`src/rtl/arithmetic_core.sv`:
```
// Single-PE 3x3 int8 MAC core: bias, multi-window accumulate,
// requantize to int8, optional ReLU and 4:1 max-pool.
module arithmetic_core (
   input  logic        clk,
   input  logic        reset,
   input  logic [71:0] in,
   input  logic [71:0] weight,
   input  logic [15:0] bias,
   input  logic [2:0]  bound_level,
   input  logic [2:0]  step,
   input  logic        en,
   input  logic        en_relu,
   input  logic        en_mp,
   output logic [7:0]  out,
   output logic        out_en
);

   logic signed [15:0] prod [9];
   logic signed [19:0] dot;
   logic signed [23:0] dot_x;
   logic signed [23:0] bias_x;
   logic signed [23:0] acc;
   logic [2:0]         scnt;
   logic               grp_done;

   logic [3:0]         shamt;
   logic signed [23:0] shifted;
   logic signed [7:0]  q_sat;
   logic signed [7:0]  r_nxt;
   logic signed [7:0]  r_q;
   logic               r_vld;

   logic [1:0]         pcnt;
   logic signed [7:0]  pmax;
   logic signed [7:0]  pool_nxt;

   always_comb begin
      dot = '0;
      for (int k = 0; k < 9; k++) begin
         prod[k] = $signed(in[71-8*k -: 8])
                 * $signed(weight[71-8*k -: 8]);
         dot = dot + {{4{prod[k][15]}}, prod[k]};
      end
   end

   assign dot_x  = {{4{dot[19]}}, dot};
   assign bias_x = {{8{bias[15]}}, bias};

   // Window accumulation; first window of a group reloads bias.
   always_ff @(posedge clk or negedge reset) begin
      if (!reset) begin
         acc      <= '0;
         scnt     <= '0;
         grp_done <= 1'b0;
      end else begin
         grp_done <= 1'b0;
         if (en) begin
            if (scnt == 3'd0) acc <= bias_x + dot_x;
            else              acc <= acc + dot_x;
            if (scnt == step) begin
               scnt     <= '0;
               grp_done <= 1'b1;
            end else begin
               scnt <= scnt + 3'd1;
            end
         end
      end
   end

   assign shamt   = 4'd11 - {1'b0, bound_level};
   assign shifted = acc >>> shamt;

   always_comb begin
      unique case (1'b1)
         (shifted > 24'sd127):  q_sat = 8'sd127;
         (shifted < -24'sd128): q_sat = -8'sd128;
         default:               q_sat = shifted[7:0];
      endcase
   end

   assign r_nxt = (en_relu && q_sat[7]) ? 8'sd0 : q_sat;

   always_ff @(posedge clk or negedge reset) begin
      if (!reset) begin
         r_q   <= '0;
         r_vld <= 1'b0;
      end else begin
         r_vld <= grp_done;
         if (grp_done) r_q <= r_nxt;
      end
   end

   // Pool window restarts on the first of every four results.
   assign pool_nxt = (pcnt == 2'd0 || r_q > pmax) ? r_q : pmax;

   always_ff @(posedge clk or negedge reset) begin
      if (!reset) begin
         pcnt   <= '0;
         pmax   <= '0;
         out    <= '0;
         out_en <= 1'b0;
      end else begin
         out_en <= 1'b0;
         if (r_vld) begin
            if (!en_mp) begin
               out    <= r_q;
               out_en <= 1'b1;
            end else begin
               pmax <= pool_nxt;
               pcnt <= pcnt + 2'd1;
               if (pcnt == 2'd3) begin
                  out    <= pool_nxt;
                  out_en <= 1'b1;
               end
            end
         end
      end
   end

endmodule

```
`config.mk`:
```
export PLATFORM = sky130hd
export DESIGN_NAME = arithmetic_core
export DESIGN_NICKNAME = d
export VERILOG_FILES = /design/src/rtl/arithmetic_core.sv
export SDC_FILE = /design/constraint.sdc
export NUM_CORES = 2
export LEC_CHECK = 0
export CORE_MARGIN = 5
export CORE_UTILIZATION = 60
export DETAILED_ROUTE_END_ITERATION = 8
export PLACE_DENSITY = 0.84
export RECOVER_POWER = 25
export SYNTH_ARGS = -nofsm -noshare
export SYNTH_HDL_FRONTEND = slang
export SYNTH_SLANG_ARGS = --single-unit
```
`constraint.sdc`:
```
create_clock -name clk -period 8.91 [get_ports clk]
set_clock_uncertainty 0.15 [all_clocks]
set_input_delay 1.782 -clock clk [delete_from_list [all_inputs] [get_ports clk]]
set_output_delay 1.782 -clock clk [all_outputs]
set_load 0.005 [all_outputs]
```
# After elaboration in Yosys (flattened, before gate mapping)
# Cells that the tools add are included.
# word_totals
regBits,56
inputBits,171
out_inout_bits,9
elab_cells,56
# classes
addsub,13
mul,9
order_cmp,3
n_eq_ne,3
shift,1
mux,12
reduce_logical,6
# ops
cell,n
$mul 8x8->16,9
$add 20x20->20,4
$mux 8,4
$add 24x20->24,1
$gt 24x8->1 const B,1
$lt 24x8->1 const B,1
$mux 24,1
$sshr 24x4->24,1
$add 16x20->21,1
$add 19x16->20,1
$add 18x16->19,1
$add 17x16->18,1
$add 16x16->17,1
$pmux 8 s2,1
$gt 8x8->1,1
$mux 1,5
$reduce_and 2->1,2
$sub 4x3->4 const A,1
$add 3x1->3 const B,1
$eq 3x3->1,1
$logic_not 3->1,1
$mux 3,1
$add 2x1->2 const B,1
$eq 2x2->1 const B,1
4 further kinds,4

# Longest topological paths before layout
# depth
word_depth,11
ltp_mapped,52
mapped_depth_nobuf,52

# Least setup slack after synthesis
# No wires, ideal clock.
# synth_timing
path_type,input port to flip-flop
from,input weight[2]
to,register acc[23]
setup_time_ps,121
arrival_ps,13235
setup_slack_ps,-4596
stages,47
path_buffers,0
cell_sequence,and2_1 fa_1 inv_1 fa_1 inv_1 fa_1 inv_1 fa_1 inv_1 ha_1 inv_1 o21bai_1 a21oi_1 nor2b_1 o21a_1 o31a_1 o41ai_1 xnor2_1 (+11 left out) fa_1 inv_1 fa_1 inv_1 ha_1 nand3_1 a311oi_1 a2111oi_4 o2bb2ai_2 xor2_1 ha_1 or3_1 o21ai_0 a21oi_1 a211oi_1 xnor3_1 a21o_1 a22o_1
# synth_via
elab_chain_cells,4
word_cells_on_any_way,5
classes_between,add/sub (3); mul (1); mux (1)
# synth_rtl
element,line_no,rtl
from (decl),7,"input logic [71:0] weight,"
$mul 8x8->16 *,41,* $signed(weight[71-8*k -: 8]);
$add 20x20->20 *,42,"dot = dot + {{4{prod[k][15]}}, prod[k]};"
$add 24x20->24 / $add 16x20->21 (equally long branches),"59, 58",
$mux 24 *,58,if (scnt == 3'd0) acc <= bias_x + dot_x;
to (signal assigned),58,
to (signal assigned),59,else acc <= acc + dot_x;
to (decl),22,logic signed [23:0] acc;
# Mark *: on every way between the ends. The rest lies on a longest branch, timed or not.
# A chain may end at the register's enable or synchronous reset.

# Worst setup path in the final report
# layout_timing
from,input weight[12]
to,register acc[23]
# layout_via
elab_chain_cells,5
word_cells_on_any_way,6
classes_between,add/sub (4); mul (1); mux (1)
# layout_rtl
element,line_no
$mul 8x8->16 *,41
$add 20x20->20 * (2 in a row),42
$add 24x20->24 / $add 16x20->21 (equally long branches),"59, 58"
$mux 24 *,58
# Marked as above.

==> key figures <==
Outcome
  – Outcome: finished with violations
  – Failing checks: capacitance limit, slew limit, setup timing

STA
  – Final setup vio count: 20
  – RSZ-0062 raised after global routing: yes
  – Final hold violations: 0
  – Final Max Tran Viols: 57
  – Fmax: roughly 0.069 GHz
  – Period minus WS final: 14,580 ps
  – Setup ws final: -5666 ps
  – Hold WS: 329.7 ps
  – Least-Margin Pin Slew: 3318 ps
  – Relative slew slack: -121.2%
  – Final period util: 163.6%
  – Fin Setup TNS: -82,150 ps

Setup path
  – CP Data Arrival Time: 14,620 ps
  – Slowest stage delay, CP: 600 ps
  – Family with the most delay on the worst path: adder cells
  – Critical setup path kind: in -> reg
  – CP most frequent cell: fa_1
  – Startpoint Class: primary input
  – Slowest stage cell, crit path: fa_2
  – CP Buf/Inv Count: 15
  – Critical Path End Type: flop
  – Worst EP required: between 8000 and 9000 ps
  – Crit path max fanout: 4

Logic synthesis
  – Post-synth cell types: 61
  – Mapped Nets: 4,430
  – Post-Syn Area: 30,610 sq um
  – Post-synth ARST share: 100.0%
  – Sequential share of the synthesized area: roughly 4.6%
  – Ys Warns: 0
  – Mapped Avg Cell Area: 9.480 sq um
  – XOR/XNOR Fraction of Synth Area: 3.564%
  – Syn Inst Count: between 3,000 and 4,000
  – Mux cell area share after synthesis: 1.901%
  – EDFF count, synth: 0
  – Adder and majority gate portion of the synthesized area: 59.61%
  – Prevailing post-synth register cell: dfrtp_1
  – Largest family of logic cells by synthesized area: adder cells
  – Post-synthesis simple-gate area fraction: a little over an eighth
  – Synth Register Bits: 56
  – Synth Area in Compound Gates: 6.127%

Clock tree
  – Hold_buf cts: 0
  – H-tree levels: 2
  – Number of buffers created by CTS: 5
  – Longest Clk Path Bufs: 2
  – TritonCTS Sinks: between 50 and 60
  – Clk slew on worst S/H paths: approximately 80 ps
  – CTS tree: yes
  – Root buffer cell: clkbuf_16
  – Clk Latency, worst-skew pair: 310 ps

Detailed routing
  – Initial DRC Count: a little under 3,000
  – Metal-1 WL: around 33 mm
  – Via count: ~27,000
  – WL final: around 100 mm
  – Max layer used: met5
  – DRC Markers: 0
  – DR WL/cell: roughly 23 um
  – Post-DRT Antenna Nets: 0
  – Met2 WL: 49.81 mm
  – Drt first pass iters: 9
  – DR WL met3: between 10 and 15 mm
  – Routed vias/inst: 5.891

Placed design
  – Port buffer count: 179
  – RePlAce Congestion: 0.9319
  – Hpwl dp: roughly 72 mm
  – Pre-CTS setup slack: -5448 ps

GRT
  – Total grt overflow: 0
  – Global-route wire length before repair: 144.5 mm
  – Initial antenna violation count: 13
  – Gr usage total: between 30% and 40%
  – Largest net degree at the start of global routing: between 50 and 60
  – Vias in the first global route: around 30,000

Floorplanning
  – Chip width: between 200 and 250 um
  – Core ar.: between 50,000 and 60,000 sq um
  – Initial core utilization: between 60% and 70%
  – DIE AREA: 55,630 sq um
  – IO Pins: 180
  – Die H: 235.9 um
  – Row cnt: roughly 80

Layout
  – Share of cells above drive strength 1: 24.10%
  – NumNets Final: 5,134
  – Layout Area Growth over Synthesis: 29.33%

Run
  – Max-Cap Viols: 1

Min path
  – Hold Path Class: reg -> reg
-- cell usage after synthesis (3+ instances only) --
cell,count,area [sq um]
nand2b_1,50,312.8
and2_1,276,1727
o41ai_1,6,52.55
nor2b_1,25,156.4
ha_1,316,3954
inv_1,863,3239
nor4_1,3,18.77
nand3_1,22,110.1
or2_2,3,18.77
o22ai_1,3,18.77
nand2_1,266,998.5
a21o_1,27,202.7
xor2_1,30,262.8
dfrtp_1,56,1401
o21ai_0,49,245.2
nor3_1,23,115.1
a31oi_1,10,62.56
mux2i_1,21,210.2
xnor2_1,92,805.8
o31a_1,5,43.79
o21bai_1,21,157.7
mux2_2,17,191.4
or3_1,6,37.54
mux4_2,8,180.2
fa_1,714,14290
buf_1,4,15.01
a31o_2,3,26.28
nand3b_1,6,45.04
and3_1,11,68.82
a211oi_1,15,112.6
nor2_1,85,319.1
o211ai_1,13,97.59
o21a_1,20,150.1
nand4_1,12,75.07
clkbuf_1,21,78.83
a21oi_1,93,465.5
-- metrics by stage --
| step | util [%] | instances | area, sq um |
|---|---|---|---|
| after floorplan | - | 3229 | 31050 |
| after global placement | 74.33 | 4556 | 37370 |
| after detailed placement | 74.33 | 4556 | 37370 |
| after CTS | 76.38 | 4577 | 38400 |
| after global routing | 78.72 | 4608 | 39570 |
| final | 78.75 | 4614 | 39590 |
-- cell type report --
cell class | count | area (sq um)
diodes | 8 | 20.02
clock buffers | 5 | 125.1
clock inverters | 3 | 33.78
fillers | 2740 | 10680
inverters | 864 | 3248
multi-input cells | 2282 | 27870
flip-flops and latches | 56 | 1401
well taps | 672 | 840.8
repair buffers | 724 | 6051
-- sequential cells by signal (all words and copies together) (netlist names) --
signal / flops
out: 8
scnt: 3
r_q: 8
r_vld: 1
acc: 24
out_en: 1
pmax: 8
pcnt: 2
grp_done: 1
-- kinds of logic after synthesis --
group / after synthesis
buffers and inverters: 891
adder cells (fa/ha/maj): 1030
XOR/XNOR: 123
AO/OA/AOI/OAI: 288
AND/OR/NAND/NOR: 795
flip-flops: 56
multiplexers: 46
-- placed cells by master (no fill, tap or decap), drive strengths merged, types with 13 or more instances in the layout --
master	instances
buf	569
o211ai	13
a21oi	94
a211oi	15
xnor2	92
inv	864
fa	714
mux2	17
nor3	23
o21bai	21
dfrtp	56
clkdlybuf4s50	124
nand2	266
and2	276
mux2i	21
nor2	85
xor2	30
nand2b	50
dlymetal6s2s	13
o21a	20
nand3	22
clkbuf	14
ha	316
o21ai	51
nor2b	25
a21o	27
-- path summary, 6_finish.rpt --
kind	from	endpoint	slack, ps	cells past startpoint
worst min-delay path	out[5]	out[5]	330	2
max in group asynchronous	reset	acc[6]	4220	2
worst min register to register	out[5]	out[5]	330	2
min in group asynchronous	reset	out[2]	2530	2
worst max-delay path	weight[12]	acc[23]	-5670	50
worst max register to register	acc[0]	acc[12]	5190	11
-- tightest hold or removal path, stage by stage, from the launching register on --
cell,delay (ps)
dfrtp_1,350
nand2_1,50
nand3_1,50
-- layer usage --
metal,GRT usage [%],vias up
met3,6.495,816
li1,-,11150
met5,0,-
met1,36.55,13240
met2,56.63,1967
met4,15.64,14
-- timing repair --
item                                   in CTS  in global routing
setup buffers                              22                 33
resized for setup                         288                230
setup endpoints to repair                  21                 21
pin swaps                                 154                169
endpoints found under the hold margin       0                  0
Power is left out: the tool's default activity adds up to more than one toggle a clock period on the data nets, which glitch-free logic cannot reach.
